`config.mk`:
```
export PLATFORM = sky130hd
export DESIGN_NAME = jericalla_sequencer
export DESIGN_NICKNAME = d
export VERILOG_FILES = /design/src/rtl/jericalla_sequencer.sv
export SDC_FILE = /design/constraint.sdc
export NUM_CORES = 1
export LEC_CHECK = 0
export CAP_MARGIN = 20
export CELL_PAD_IN_SITES_DETAIL_PLACEMENT = 0
export CELL_PAD_IN_SITES_GLOBAL_PLACEMENT = 2
export CORE_ASPECT_RATIO = 2
export CORE_MARGIN = 2
export CORE_UTILIZATION = 50
export DETAILED_ROUTE_END_ITERATION = 16
export PLACE_DENSITY_LB_ADDON = 0.1
export SLEW_MARGIN = 20
export SYNTH_ARGS = -nofsm -noshare
export SYNTH_HDL_FRONTEND = slang
export SYNTH_SLANG_ARGS = --single-unit
```
`constraint.sdc`:
```
create_clock -name clk -period 6.8 [get_ports clk]
set_input_delay 1.02 -clock clk [delete_from_list [all_inputs] [get_ports clk]]
set_output_delay 1.02 -clock clk [all_outputs]
set_load 0.1 [all_outputs]
```
`src/rtl/jericalla_sequencer.sv`:
```
// jericalla_sequencer: plays a loaded 16-entry program onto the Jericalla 17-bit control bus
// ports: clk/rst (sync, active high); prog_we/prog_addr/prog_data write the program in IDLE;
//        prog_len/stop_on_zero are latched on start; abort kills a run; zflg is the datapath zero flag;
//        bus/pc/busy/done/halted_zero are all registered outputs
module jericalla_sequencer #(
   parameter int HOLD_CYCLES = 2,
   parameter bit GATE_RW     = 1'b1
) (
   input  logic        clk,
   input  logic        rst,
   input  logic        prog_we,
   input  logic [3:0]  prog_addr,
   input  logic [16:0] prog_data,
   input  logic [4:0]  prog_len,
   input  logic        start,
   input  logic        abort,
   input  logic        stop_on_zero,
   input  logic        zflg,
   output logic [16:0] bus,
   output logic [3:0]  pc,
   output logic        busy,
   output logic        done,
   output logic        halted_zero
);
   typedef enum logic [1:0] {IDLE, RUN, FINISH} state_t;
   state_t state, state_n;
   logic [16:0] mem [16];
   logic [16:0] bus_n, w_n, ld_n;
   logic [4:0]  len, len_n;
   logic [3:0]  cnt, cnt_n, pc_n;
   logic        soz, soz_n, busy_n, done_n, hz_n, last_pc;
   // a write in the same cycle as start at address 0 must be the first word issued
   assign w_n = (state == IDLE) ? ((prog_we && prog_addr == 4'd0) ? prog_data : mem[0]) : mem[pc + 4'd1];
   // RW only rises in the final hold cycle when gating, so a single-cycle window shows it at once
   assign ld_n = {w_n[16:1], (!GATE_RW || HOLD_CYCLES == 1) ? w_n[0] : 1'b0};
   assign last_pc = {1'b0, pc} == len - 5'd1;
   always_ff @(posedge clk) if (state == IDLE && prog_we) mem[prog_addr] <= prog_data;
   always_ff @(posedge clk) begin
      if (rst) begin
         state       <= IDLE;
         bus         <= '0;
         pc          <= '0;
         busy        <= 1'b0;
         done        <= 1'b0;
         halted_zero <= 1'b0;
         cnt         <= '0;
         len         <= '0;
         soz         <= 1'b0;
      end else begin
         state       <= state_n;
         bus         <= bus_n;
         pc          <= pc_n;
         busy        <= busy_n;
         done        <= done_n;
         halted_zero <= hz_n;
         cnt         <= cnt_n;
         len         <= len_n;
         soz         <= soz_n;
      end
   end
   always_comb begin
      state_n = state;
      bus_n   = bus;
      pc_n    = pc;
      busy_n  = busy;
      hz_n    = halted_zero;
      cnt_n   = cnt;
      len_n   = len;
      soz_n   = soz;
      case (state)
         IDLE: if (start) begin
            hz_n  = 1'b0;
            len_n = prog_len;
            soz_n = stop_on_zero;
            if (prog_len == 5'd0) state_n = FINISH;
            else begin
               state_n = RUN;
               pc_n    = '0;
               bus_n   = ld_n;
               busy_n  = 1'b1;
               cnt_n   = 4'(HOLD_CYCLES - 1);
            end
         end
         RUN: if (abort) begin
            state_n = IDLE;
            bus_n   = '0;
            busy_n  = 1'b0;
         end else if (cnt != 4'd0) begin
            cnt_n = cnt - 4'd1;
            bus_n = {bus[16:1], (!GATE_RW || cnt == 4'd1) ? mem[pc][0] : 1'b0};
         end else if ((soz && zflg) || last_pc) begin
            state_n = FINISH;
            hz_n    = soz && zflg;
            bus_n   = '0;
            busy_n  = 1'b0;
         end else begin
            pc_n  = pc + 4'd1;
            bus_n = ld_n;
            cnt_n = 4'(HOLD_CYCLES - 1);
         end
         default: state_n = IDLE;
      endcase
      done_n = state_n == FINISH;
   end
endmodule
```
==> results.rst, run 1 <==
.. list-table::
   :header-rows: 1

   * - Metric
     - Value
   * - Result of the run
     - finished clean
   * - Number of distinct library cells after synthesis
     - 49
   * - Placer's final routability congestion estimate
     - 0.762
   * - Synthesized instance count
     - 622
   * - Net count of the finished layout
     - 737
   * - First-pass iteration count of the detailed router
     - 4
   * - Post-synthesis to final-layout area growth
     - 16.0%
   * - Largest cells by area after synthesis
     - edfxtp_1 (66%), mux4_2 (16%), dfxtp_1 (6.5%)
   * - Setup repair after global routing missed its margin
     - false
   * - Area of the core region
     - 0.0243 mm²
   * - Slew headroom
     - 31.5%
   * - Worst setup skew after layout
     - 12.2 ps
   * - Number of warnings printed during yosys synthesis
     - 0
   * - Horiz. Die Dim
     - around 110 µm
   * - Share of the cycle needed by the critical path after routing
     - 62.7%
   * - Crit-path cells
     - buf_4 -> clkdlybuf4s50_1
   * - Largest area contributor in the synthesized netlist
     - edfxtp_1
   * - DP Wirelength
     - 16800 µm
   * - Core Util, Final
     - 58.6%
   * - Max incr delay on CP
     - roughly 1300 ps
   * - Clock root buffer
     - clkbuf_16
   * - Final Cell Area
     - between 0.01 and 0.015 mm²
   * - Global-route wire length before repair
     - 42000 µm
   * - Kind of capture point of the worst setup path
     - output port
   * - Critical path data required time
     - 5780 ps
   * - Total of flip-flops plus latches after synthesis
     - 312
   * - Total CTS buffers
     - 27
   * - Number of failing hold endpoints at the final stage
     - 0
   * - Largest delay contributor family on the critical path
     - buffers and inverters
   * - Hold Buf Count CTS
     - 0
   * - CTS clk-pin slew, worst paths
     - 60 ps
   * - Total design power
     - roughly 4.0 mW
   * - Via count normalized by instance count
     - 6.11
   * - Timing-limited maximum frequency
     - 0.235 GHz
   * - FFs w/ async S/R, synth
     - 0%
   * - Remaining number of nets flagged by the antenna check after routing
     - 0
   * - Fraction of post-synthesis cell area in the top cell type by area
     - 66.5%
   * - Deepest clock path buffer count
     - 3
   * - Die boundary height
     - between 200 and 250 µm
   * - Commonest cells in the netlist
     - edfxtp_1 (272), mux4_2 (85), nor2_1 (41), dfxtp_1 (40), a21oi_1 (25)
   * - Syn avg cell area
     - 19.7 µm²
   * - Fraction of the yosys area taken by sequential cells
     - 73.0%
   * - Post-detailed-route DRC marker count
     - 0
   * - Antenna violations before repair
     - 0
   * - Slack of the critical path
     - 2540 ps
   * - FP Rows
     - 81
   * - Type of the worst setup path
     - register to output port
   * - Worst-skew pair later-pin latency
     - 550 ps
   * - Number of clock sinks
     - approximately 310
   * - Pins Over Slew Limit
     - 0
   * - Post-Synthesis Net Count
     - 660
   * - Element type at the critical path start
     - register
   * - Critical Path Slowest Stage Cell
     - clkdlybuf4s50_1
   * - IO Pins
     - between 50 and 60
   * - Port buffer count
     - 56
   * - Critical path arrival
     - 3240 ps
   * - Die Area
     - 0.0259 mm²
   * - Initial DRC Count
     - 489
   * - Number of vias in the routed layout
     - just over 6k
   * - Post-CTS Setup Repair Bufs
     - 0
   * - Count of flip-flops with a built-in enable after synthesis
     - 272
   * - Antenna cell count
     - 0
   * - Starting density of the core
     - between 50% and 60%
   * - Fraction of layout instances using a drive strength above 1
     - around 25%
   * - Global routing usage summed across all routing layers
     - a little under a quarter
   * - Setup Total Neg Slack
     - 0 ps
   * - CP Max Fanout
     - 54
   * - Crit path buf inv count
     - 2
   * - Top flip-flop cell by instance count after synthesis
     - edfxtp_1
   * - TritonCTS clock tree
     - done
   * - Leak pwr
     - roughly 4.6 nW
   * - Minimum clock period
     - 4260 ps
   * - Number of levels in the clock H-tree
     - 1
   * - Summed instance area of the synthesized netlist
     - 0.0123 mm²
   * - Measured slew at the worst slew-check pin
     - 1030 ps
   * - Worst setup slack before clock tree synthesis
     - 2960 ps
   * - Max capacitance violation total
     - 0
   * - Total routed wirelength
     - 28100 µm
   * - Type of the worst min-delay path
     - register to register
   * - GR Overflow Total
     - 0
   * - Worst-case vdd ir drop
     - between 0.2 and 0.25 mV
   * - PD cells
     - 283 mW/mm²
   * - PostCTS Resize Cnt
     - 0
   * - Final setup violation count
     - 0
   * - Leading cell type by number of instances after synthesis
     - edfxtp_1
   * - Largest net degree at the start of global routing
     - 55
   * - Detailed-route wire length per cell
     - between 20 and 30 µm
   * - Placed cell areas
     - around 0.013 mm²
   * - Via count of the first global-routing pass
     - 6529
==> worst reg2reg max path, cell delays in order, from the launching register on <==
cell,delay [ps]
dfxtp_4,560
buf_4,850
nand3_1,350
xor2_4,830
mux4_2,410
nor2_1,100
a21oi_1,70
a22o_1,260
==> cell type report <==
cell class,count,area (µm²)
Sequential cell,312,8970
Clock buffer,39,751
Timing Repair Buffer,77,718
Fill cell,1803,10100
Tap cell,290,363
Clock inverter,11,161
Multi-Input combinational cell,273,3260
Inverter,8,30.0
==> flip-flops by register name (all words and copies together) (netlist names), named ones only <==
name         flops
halted_zero      1
pc               4
soz              1
state            2
bus             17
busy             1
len              5
mem            272
done             1
cnt              4
==> final timing paths <==
path              cells after the start  startpoint       to  slack [ps]
hold / removal                        2         soz      soz         460
setup reg to reg                      7       pc[0]  bus[12]        3270
setup / recovery                      2       pc[0]    pc[0]        2540
hold reg to reg                       2         soz      soz         460
==> cell families (layout without fill, tap and decap cells) <==
family,Yosys count,count (layout),share of synthesized area (%)
buf+inv,37,135,1.29
simple gates,92,92,3.80
flops,312,312,73.0
xor+xnor,6,6,0.428
fa+ha+maj,5,5,0.509
compound gates,62,62,3.50
mux,108,108,17.5
==> routing by layer <==
layer	vias up	share of wire [%]	wire, µm	track usage [%]
met5	-	0	0	0
met4	0	2.2	619	5.87
met3	41	3.5	995	2.68
met2	140	57	16000	42.7
met1	3280	37	10500	27.2
li1	2709	-	-	-
==> per-stage QoR <==
stage / std cells / hold WS, ps
2_1_floorplan: 622 / 437
3_3_place_gp: 960 / 450
6_report: 1010 / 460
4_1_cts: 1010 / 466
5_1_grt: 1010 / 498
3_5_place_dp: 960 / 457
==> report_power, final <==
part           internal (mW)  switching, mW  leakage, nW  total [mW]
Sequential              2.11         0.0207         2.78        2.13
Combinational          0.117          0.199         1.39       0.316
Clock                  0.921          0.665        0.447        1.59
==> cells in the final DEF, fill, tap and decap left out, types with 5 or more instances in the layout <==
master / count
nand3_1: 6
nand2_1: 9
nor2_2: 13
clkdlybuf4s50_1: 56
nor2_1: 28
clkbuf_16: 27
nand2b_1: 5
o21ai_0: 7
mux4_2: 85
inv_1: 8
dfxtp_1: 39
buf_4: 21
mux2i_1: 23
a22o_1: 16
clkbuf_1: 9
edfxtp_1: 272
a21oi_1: 24
nor3_1: 5
(Power assumes the default switching activity.)
==> run 2, diff against run 1 <==
--- a/config.mk
+++ b/config.mk
@@ -10,7 +10,7 @@
 export CELL_PAD_IN_SITES_GLOBAL_PLACEMENT = 2
 export CORE_ASPECT_RATIO = 2
 export CORE_MARGIN = 2
-export CORE_UTILIZATION = 50
+export CORE_UTILIZATION = 47
 export DETAILED_ROUTE_END_ITERATION = 16
 export PLACE_DENSITY_LB_ADDON = 0.1
 export SLEW_MARGIN = 20
==> constraint.sdc (replaced) <==
create_clock -name clk -period 4.25 [get_ports clk]
set_input_delay 0.6375 -clock clk [delete_from_list [all_inputs] [get_ports clk]]
set_output_delay 0.6375 -clock clk [all_outputs]
set_load 0.1 [all_outputs]
==> run 2 against run 1 <==
Via count increased by 0.15%. Sequential share of layout area is 1.1 points lower. Final area increased by 1.8%. Sequential power up 61%. Worst setup slack lost 1800 ps. Total power up 69%. Clock power increased by 82%. Critical path depth unchanged.
==> results.rst, run 2 (synthesized netlist as in run 1, its figures left out) <==
.. list-table::
   :header-rows: 1

   * - Metric
     - Value
   * - Result of the run
     - finished clean (unchanged)
   * - Global routing usage summed across all routing layers
     - 21.4% (was 22.7%)
   * - Net count of the finished layout
     - 732 (was 737)
   * - Starting density of the core
     - 47.9% (was 50.5%)
   * - Horiz. Die Dim
     - 118 µm (was 115 µm)
   * - Fraction of layout instances using a drive strength above 1
     - 25.4% (was 24.9%)
   * - Via count normalized by instance count
     - 5.85 (was 6.11)
   * - Placed cell areas
     - 0.0134 mm² (was 0.0133 mm²)
   * - Final setup violation count
     - 0 (unchanged)
   * - Initial DRC Count
     - 469 (was 489)
   * - Max FFs per register
     - 272 (unchanged)
   * - Die Area
     - 0.0275 mm² (was 0.0259 mm²)
   * - Max incr delay on CP
     - 1210 ps (was 1300 ps)
   * - Largest delay contributor family on the critical path
     - buffers and inverters (unchanged)
   * - CTS clk-pin slew, worst paths
     - 70 ps (was 60 ps)
   * - Clock root buffer
     - clkbuf_16 (unchanged)
   * - Type of the worst min-delay path
     - register to register (unchanged)
   * - Slack of the critical path
     - 769 ps (was 2540 ps)
   * - Measured slew at the worst slew-check pin
     - 1050 ps (was 1030 ps)
   * - Final Cell Area
     - 0.0145 mm² (was 0.0143 mm²)
   * - Total area of multi-input combinational cells
     - 0.00331 mm² (was 0.00326 mm²)
   * - Register with the most flip-flops
     - mem (unchanged)
   * - Largest net degree at the start of global routing
     - 48 (was 55)
   * - GR Overflow Total
     - 0 (unchanged)
   * - Combined flip-flop and latch cell area
     - 0.00897 mm² (unchanged)
   * - Number of clock sinks
     - 312 (unchanged)
   * - Element type at the critical path start
     - register (unchanged)
   * - Critical path arrival
     - 2840 ps (was 3240 ps)
   * - Area of the core region
     - 0.0257 mm² (was 0.0243 mm²)
   * - Critical Path Stages
     - 2 (unchanged)
   * - Setup Total Neg Slack
     - 0 ps (unchanged)
   * - Worst-skew pair later-pin latency
     - 550 ps (about the same)
   * - Port buffer count
     - 56 (unchanged)
   * - Share of the cycle needed by the critical path after routing
     - 81.9%
   * - DP Wirelength
     - 16500 µm (was 16800 µm)
   * - FP Rows
     - 83 (was 81)
   * - Slew headroom
     - 29.8% (was 31.5%)
   * - Number of failing hold endpoints at the final stage
     - 0 (unchanged)
   * - Deepest clock path buffer count
     - 3 (unchanged)
   * - Critical path data required time
     - 3610 ps (was 5780 ps)
   * - Worst-case vdd ir drop
     - 0.367 mV (was 0.223 mV)
   * - Placer's final routability congestion estimate
     - 0.772 (was 0.762)
   * - Timing-limited maximum frequency
     - 0.287 GHz
   * - Worst setup skew after layout
     - 11.8 ps (was 12.2 ps)
   * - Cell depth of the worst min-delay path
     - 2 (unchanged)
   * - Number of levels in the clock H-tree
     - 1 (unchanged)
   * - PD cells
     - 469 mW/mm² (was 283 mW/mm²)
   * - Total CTS buffers
     - 28 (was 27)
   * - First-pass iteration count of the detailed router
     - 5 (was 4)
   * - Kind of capture point of the worst setup path
     - output port (unchanged)
   * - Detailed-route wire length per cell
     - 26.9 µm (was 27.8 µm)
   * - Most common cell after layout, fill and taps aside
     - edfxtp_1 (unchanged)
   * - Total routed wirelength
     - 28400 µm (was 28100 µm)
   * - TritonCTS clock tree
     - done (unchanged)
   * - Number of vias in the routed layout
     - 6179 (was 6170)
   * - Crit path buf inv count
     - 2 (unchanged)
   * - CP Max Fanout
     - 47 (was 54)
   * - IO Pins
     - 57 (unchanged)
   * - Post-CTS Setup Repair Bufs
     - 0 (unchanged)
   * - Minimum clock period
     - 3480 ps
   * - Setup repair after global routing missed its margin
     - false (unchanged)
   * - Remaining number of nets flagged by the antenna check after routing
     - 0 (unchanged)
   * - Leak pwr
     - 4.66 nW (was 4.62 nW)
   * - Commonest cells after routing, fill and taps aside
     - edfxtp_1 (272), mux4_2 (85), clkdlybuf4s50_1 (56) (unchanged)
   * - Via count of the first global-routing pass
     - 6712 (was 6529)
   * - Antenna violations before repair
     - 1 (was 0)
   * - Global-route wire length before repair
     - 42400 µm (was 42000 µm)
   * - PostCTS Resize Cnt
     - 0 (unchanged)
   * - Worst setup slack before clock tree synthesis
     - 1070 ps (was 2960 ps)
   * - Biggest regs
     - mem (272), bus (17), len (5) (unchanged)
   * - Critical Path Slowest Stage Cell
     - clkdlybuf4s50_1 (unchanged)
   * - Fillers
     - 1994 (was 1803)
   * - Max capacitance violation total
     - 0 (unchanged)
   * - Post-detailed-route DRC marker count
     - 0 (unchanged)
   * - Die boundary height
     - 233 µm (was 226 µm)
   * - Register-to-Register Path Depth
     - 8 (was 7)
   * - Post-synthesis to final-layout area growth
     - 18.2% (was 16.0%)
   * - Hold Buf Count CTS
     - 0 (unchanged)
   * - Pins Over Slew Limit
     - 0 (unchanged)
   * - Type of the worst setup path
     - register to output port (unchanged)
   * - Crit-path cells
     - buf_12 -> clkdlybuf4s50_1 (was buf_4 -> clkdlybuf4s50_1)
## run 2: cell count changes in the layout (fill, tap and decap cells not counted)
| cell | before | now |
|---|---|---|
| clkbuf_1 | 9 | 1 |
| nor2_2 | 13 | 3 |
| clkinvlp_4 | 0 | 2 |
| clkinv_2 | 4 | 1 |
| clkbuf_16 | 27 | 29 |
| buf_12 | 0 | 2 |
| diode_2 | 0 | 1 |
| inv_6 | 1 | 2 |
| nor2_4 | 1 | 11 |
| clkinv_4 | 1 | 3 |
| bufinv_16 | 4 | 7 |
| buf_4 | 21 | 13 |
| clkbuf_8 | 3 | 5 |
| clkinv_1 | 1 | 2 |
## run 2: final timing paths
path | start | slack, ps | to
setup / recovery | pc[0] | 770 | pc[0]
hold / removal | soz | 470 | soz
setup reg to reg | cnt[1] | 1160 | bus[12]
hold reg to reg | soz | 470 | soz
## run 2: through the flow
step	std cells	hold WS, ps	total power, mW	utilization [%]
floorplan	622	437	3.80	-
global placement	1004	464	3.99	52.4
detailed placement	1004	467	4.00	52.4
CTS	1056	476	6.88	56.6
global route	1057	495	7.02	56.6
finish	1057	475	6.81	56.6
## run 2: final cells by class
class	count	area share, %
repair buffers	71	4.81
multi-input cells	273	22.8
clock buffers	35	5.50
clock inverters	17	1.94
well taps	340	2.93
flip-flops and latches	312	61.8
inverters	8	0.207
diodes	1	0.0172
## run 2: per-layer routing
metal	vias to the layer above	track usage [%]	share of wire [%]
li1	2705	-	-
met1	3226	24.7	37
met2	189	39.6	55
met3	59	2.45	4.5
met4	0	9.60	3.8
met5	-	0	0
## run 2: where the power goes
group	switching (mW)	leakage, nW	internal, mW
clock network	1.12	0.522	1.76
logic	0.317	1.36	0.190
registers	0.0362	2.78	3.38
total	1.48	4.66	5.34
## run 2: worst min-delay path, stage by stage (launching register included)
cell	delay, ps
dfxtp_1	320
nand2_1	50
a21oi_1	50
==> run 3, diff against run 2 <==
==> constraint.sdc (replaced) <==
create_clock -name clk -period 3.4 [get_ports clk]
set_input_delay 0.51 -clock clk [delete_from_list [all_inputs] [get_ports clk]]
set_output_delay 0.51 -clock clk [all_outputs]
set_load 0.1 [all_outputs]
==> run 3 against run 2 <==
Utilization fell by 0.68 points. Register-to-register slack worse by 800 ps. Combinational power grew 30%. Critical path type is now register to register. Via count decreased by 0.86%. Count of clock-buffer cells in the layout down 5. Flip-flop and latch count did not move. Highest routed layer unchanged.
==> results.rst, run 3 (synthesized netlist as in run 1, its figures left out) <==
.. list-table::
   :header-rows: 1

   * - Metric
     - Value
   * - Total CTS buffers
     - 26 (was 28)
   * - Via count of the first global-routing pass
     - 6657 (was 6712)
   * - PD cells
     - 552 mW/mm² (was 469 mW/mm²)
   * - Starting density of the core
     - 47.9% (unchanged)
   * - Net count of the finished layout
     - 747 (was 732)
   * - Worst-skew pair later-pin latency
     - 540 ps (was 550 ps)
   * - Most common cell after layout, fill and taps aside
     - edfxtp_1 (unchanged)
   * - Element type at the critical path start
     - register (unchanged)
   * - Worst setup slack before clock tree synthesis
     - 335 ps (was 1070 ps)
   * - DP Wirelength
     - 18200 µm (was 16500 µm)
   * - Die Area
     - 0.0275 mm² (unchanged)
   * - Commonest cells after routing, fill and taps aside
     - edfxtp_1 (272), mux4_2 (85), clkdlybuf4s50_1 (51) (was edfxtp_1 (272), mux4_2 (85), clkdlybuf4s50_1 (56))
   * - Post-detailed-route DRC marker count
     - 0 (unchanged)
   * - Fillers
     - 2023 (was 1994)
   * - Worst-case vdd ir drop
     - 0.482 mV (was 0.367 mV)
   * - First-pass iteration count of the detailed router
     - 5 (unchanged)
   * - Detailed-route wire length per cell
     - 26.4 µm (was 26.9 µm)
   * - Type of the worst setup path
     - register to register (was register to output port)
   * - Core Util, Final
     - 55.9% (was 56.6%)
   * - Global routing usage summed across all routing layers
     - 21.2% (was 21.4%)
   * - Crit-path cells
     - inv_1 -> ha_1 -> or3b_4 -> or3_4 -> a2bb2oi_2 -> a21bo_2 -> buf_4 -> nor2_2 -> a22o_1 (was buf_12 -> clkdlybuf4s50_1)
   * - Hold Buf Count CTS
     - 0 (unchanged)
   * - Antenna violations before repair
     - 0 (was 1)
   * - Critical path arrival
     - 3520 ps (was 2840 ps)
   * - Post-synthesis to final-layout area growth
     - 16.7% (was 18.2%)
   * - Share of the cycle needed by the critical path after routing
     - 89.5%
   * - FP Rows
     - 83 (unchanged)
   * - Largest net degree at the start of global routing
     - 70 (was 48)
   * - Register with the most flip-flops
     - mem (unchanged)
   * - Post-layout instance count excluding filler cells
     - 1068 (was 1057)
   * - GR Overflow Total
     - 0 (unchanged)
   * - Timing-limited maximum frequency
     - approximately 0.33 GHz
   * - Slack of the critical path
     - 358 ps (was 769 ps)
   * - CTS clk-pin slew, worst paths
     - 70 ps (about the same)
   * - Post-CTS Setup Repair Bufs
     - 0 (unchanged)
   * - Critical path data required time
     - 3880 ps (was 3610 ps)
   * - Combined flip-flop and latch cell area
     - 0.00897 mm² (unchanged)
   * - Via count normalized by instance count
     - 5.74 (was 5.85)
   * - Remaining number of nets flagged by the antenna check after routing
     - 0 (unchanged)
   * - Final setup violation count
     - 0 (unchanged)
   * - Initial DRC Count
     - 365 (was 469)
   * - Slew headroom
     - 28.7% (was 29.8%)
   * - IO Pins
     - 57 (unchanged)
   * - Max incr delay on CP
     - 600 ps (was 1210 ps)
   * - Critical Path Slowest Stage Cell
     - nor2_2 (was clkdlybuf4s50_1)
   * - Leak pwr
     - 4.65 nW (was 4.66 nW)
   * - PostCTS Resize Cnt
     - 0 (unchanged)
   * - Result of the run
     - finished clean (unchanged)
   * - Register-to-Register Path Depth
     - 9 (was 8)
   * - Number of vias in the routed layout
     - 6126 (was 6179)
   * - Setup repair after global routing missed its margin
     - false (unchanged)
   * - Minimum clock period
     - just over 3000 ps
   * - Port buffer count
     - 56 (unchanged)
   * - Pins Over Slew Limit
     - 0 (unchanged)
   * - Number of levels in the clock H-tree
     - 1 (unchanged)
   * - CP Max Fanout
     - 16 (was 47)
   * - Total routed wirelength
     - 28200 µm (was 28400 µm)
   * - Deepest clock path buffer count
     - 3 (unchanged)
   * - Max FFs per register
     - 272 (unchanged)
   * - Max capacitance violation total
     - 0 (unchanged)
   * - Type of the worst min-delay path
     - register to register (unchanged)
   * - Number of failing hold endpoints at the final stage
     - 0 (unchanged)
   * - Placer's final routability congestion estimate
     - 0.780 (was 0.772)
   * - Cell depth of the worst min-delay path
     - 2 (unchanged)
   * - Total area of multi-input combinational cells
     - 0.00325 mm² (was 0.00331 mm²)
   * - Number of clock sinks
     - 312 (unchanged)
   * - Biggest regs
     - mem (272), bus (17), len (5) (unchanged)
   * - Antenna cell count
     - 0 (was 1)
   * - Die boundary height
     - 233 µm (unchanged)
   * - Horiz. Die Dim
     - 118 µm (unchanged)
   * - Kind of capture point of the worst setup path
     - register (was output port)
   * - Fraction of layout instances using a drive strength above 1
     - 26.6% (was 25.4%)
   * - Worst setup skew after layout
     - 7.13 ps (was 11.8 ps)
   * - Global-route wire length before repair
     - 41900 µm (was 42400 µm)
   * - TritonCTS clock tree
     - done (unchanged)
   * - Setup Total Neg Slack
     - 0 ps (unchanged)
   * - Area of the core region
     - 0.0257 mm² (unchanged)
   * - Clock root buffer
     - clkbuf_16 (unchanged)
   * - Measured slew at the worst slew-check pin
     - 1070 ps (was 1050 ps)
   * - Placed Cells incl. Taps
     - 1021 (was 1004)
   * - Hold slack final
     - 464 ps (was 475 ps)
==> run 3: cell count changes in the layout (fill, tap and decap cells not counted), moves of 2 or more <==
cell	change
buf_4	+22
bufinv_16	-4
clkbuf_16	-2
clkbuf_8	-4
clkdlybuf4s50_1	-5
clkinv_1	+4
clkinv_2	+5
clkinv_4	-3
inv_6	-2
nor2_2	+10
nor2_4	-10
==> run 3: area by class of cell <==
type,instances,share of cell area (%)
multi-input combinational,273,22.6
clock inverter,17,1.10
sequential,312,62.6
inverter,8,0.209
clock buffer,30,4.86
timing repair buffer,88,5.67
tap,340,2.97
==> run 3: final timing paths <==
kind	to	slack [ps]	startpoint
min	soz	460	soz
max reg2reg	bus[12]	360	cnt[0]
min reg2reg	soz	460	soz
max	bus[12]	360	cnt[0]
==> run 3: routing by layer <==
layer  up-vias  global-route usage [%]  wire [µm]
li1       2729                       -          -
met5         -                       0          0
met3        43                    2.28        930
met4         0                    7.98        831
met2       147                    41.8      16700
met1      3207                    22.9       9650
==> run 3: power by group <==
part | internal (mW) | switching, mW | leakage, nW
combinational | 0.247 | 0.411 | 1.45
clock | 1.69 | 1.29 | 0.418
sequential | 4.23 | 0.0403 | 2.78
total | 6.16 | 1.75 | 4.65
==> run 3: stage by stage <==
stage               cell area (µm²)  total power [mW]
floorplan                     12300              4.76
global placement              13500              5.00
detailed placement            13500              5.02
CTS                           14300              8.00
global route                  14300              8.15
finish                        14300              7.91
==> run 3: critical path, delay by kind of cell, from the launching register on <==
family / cells / cell delay (ps)
adder cells (fa/ha/maj): 1 / 190
AO/OA/AOI/OAI: 3 / 720
AND/OR/NAND/NOR: 3 / 1430
buffers and inverters: 2 / 270
flip-flops: 1 / 360
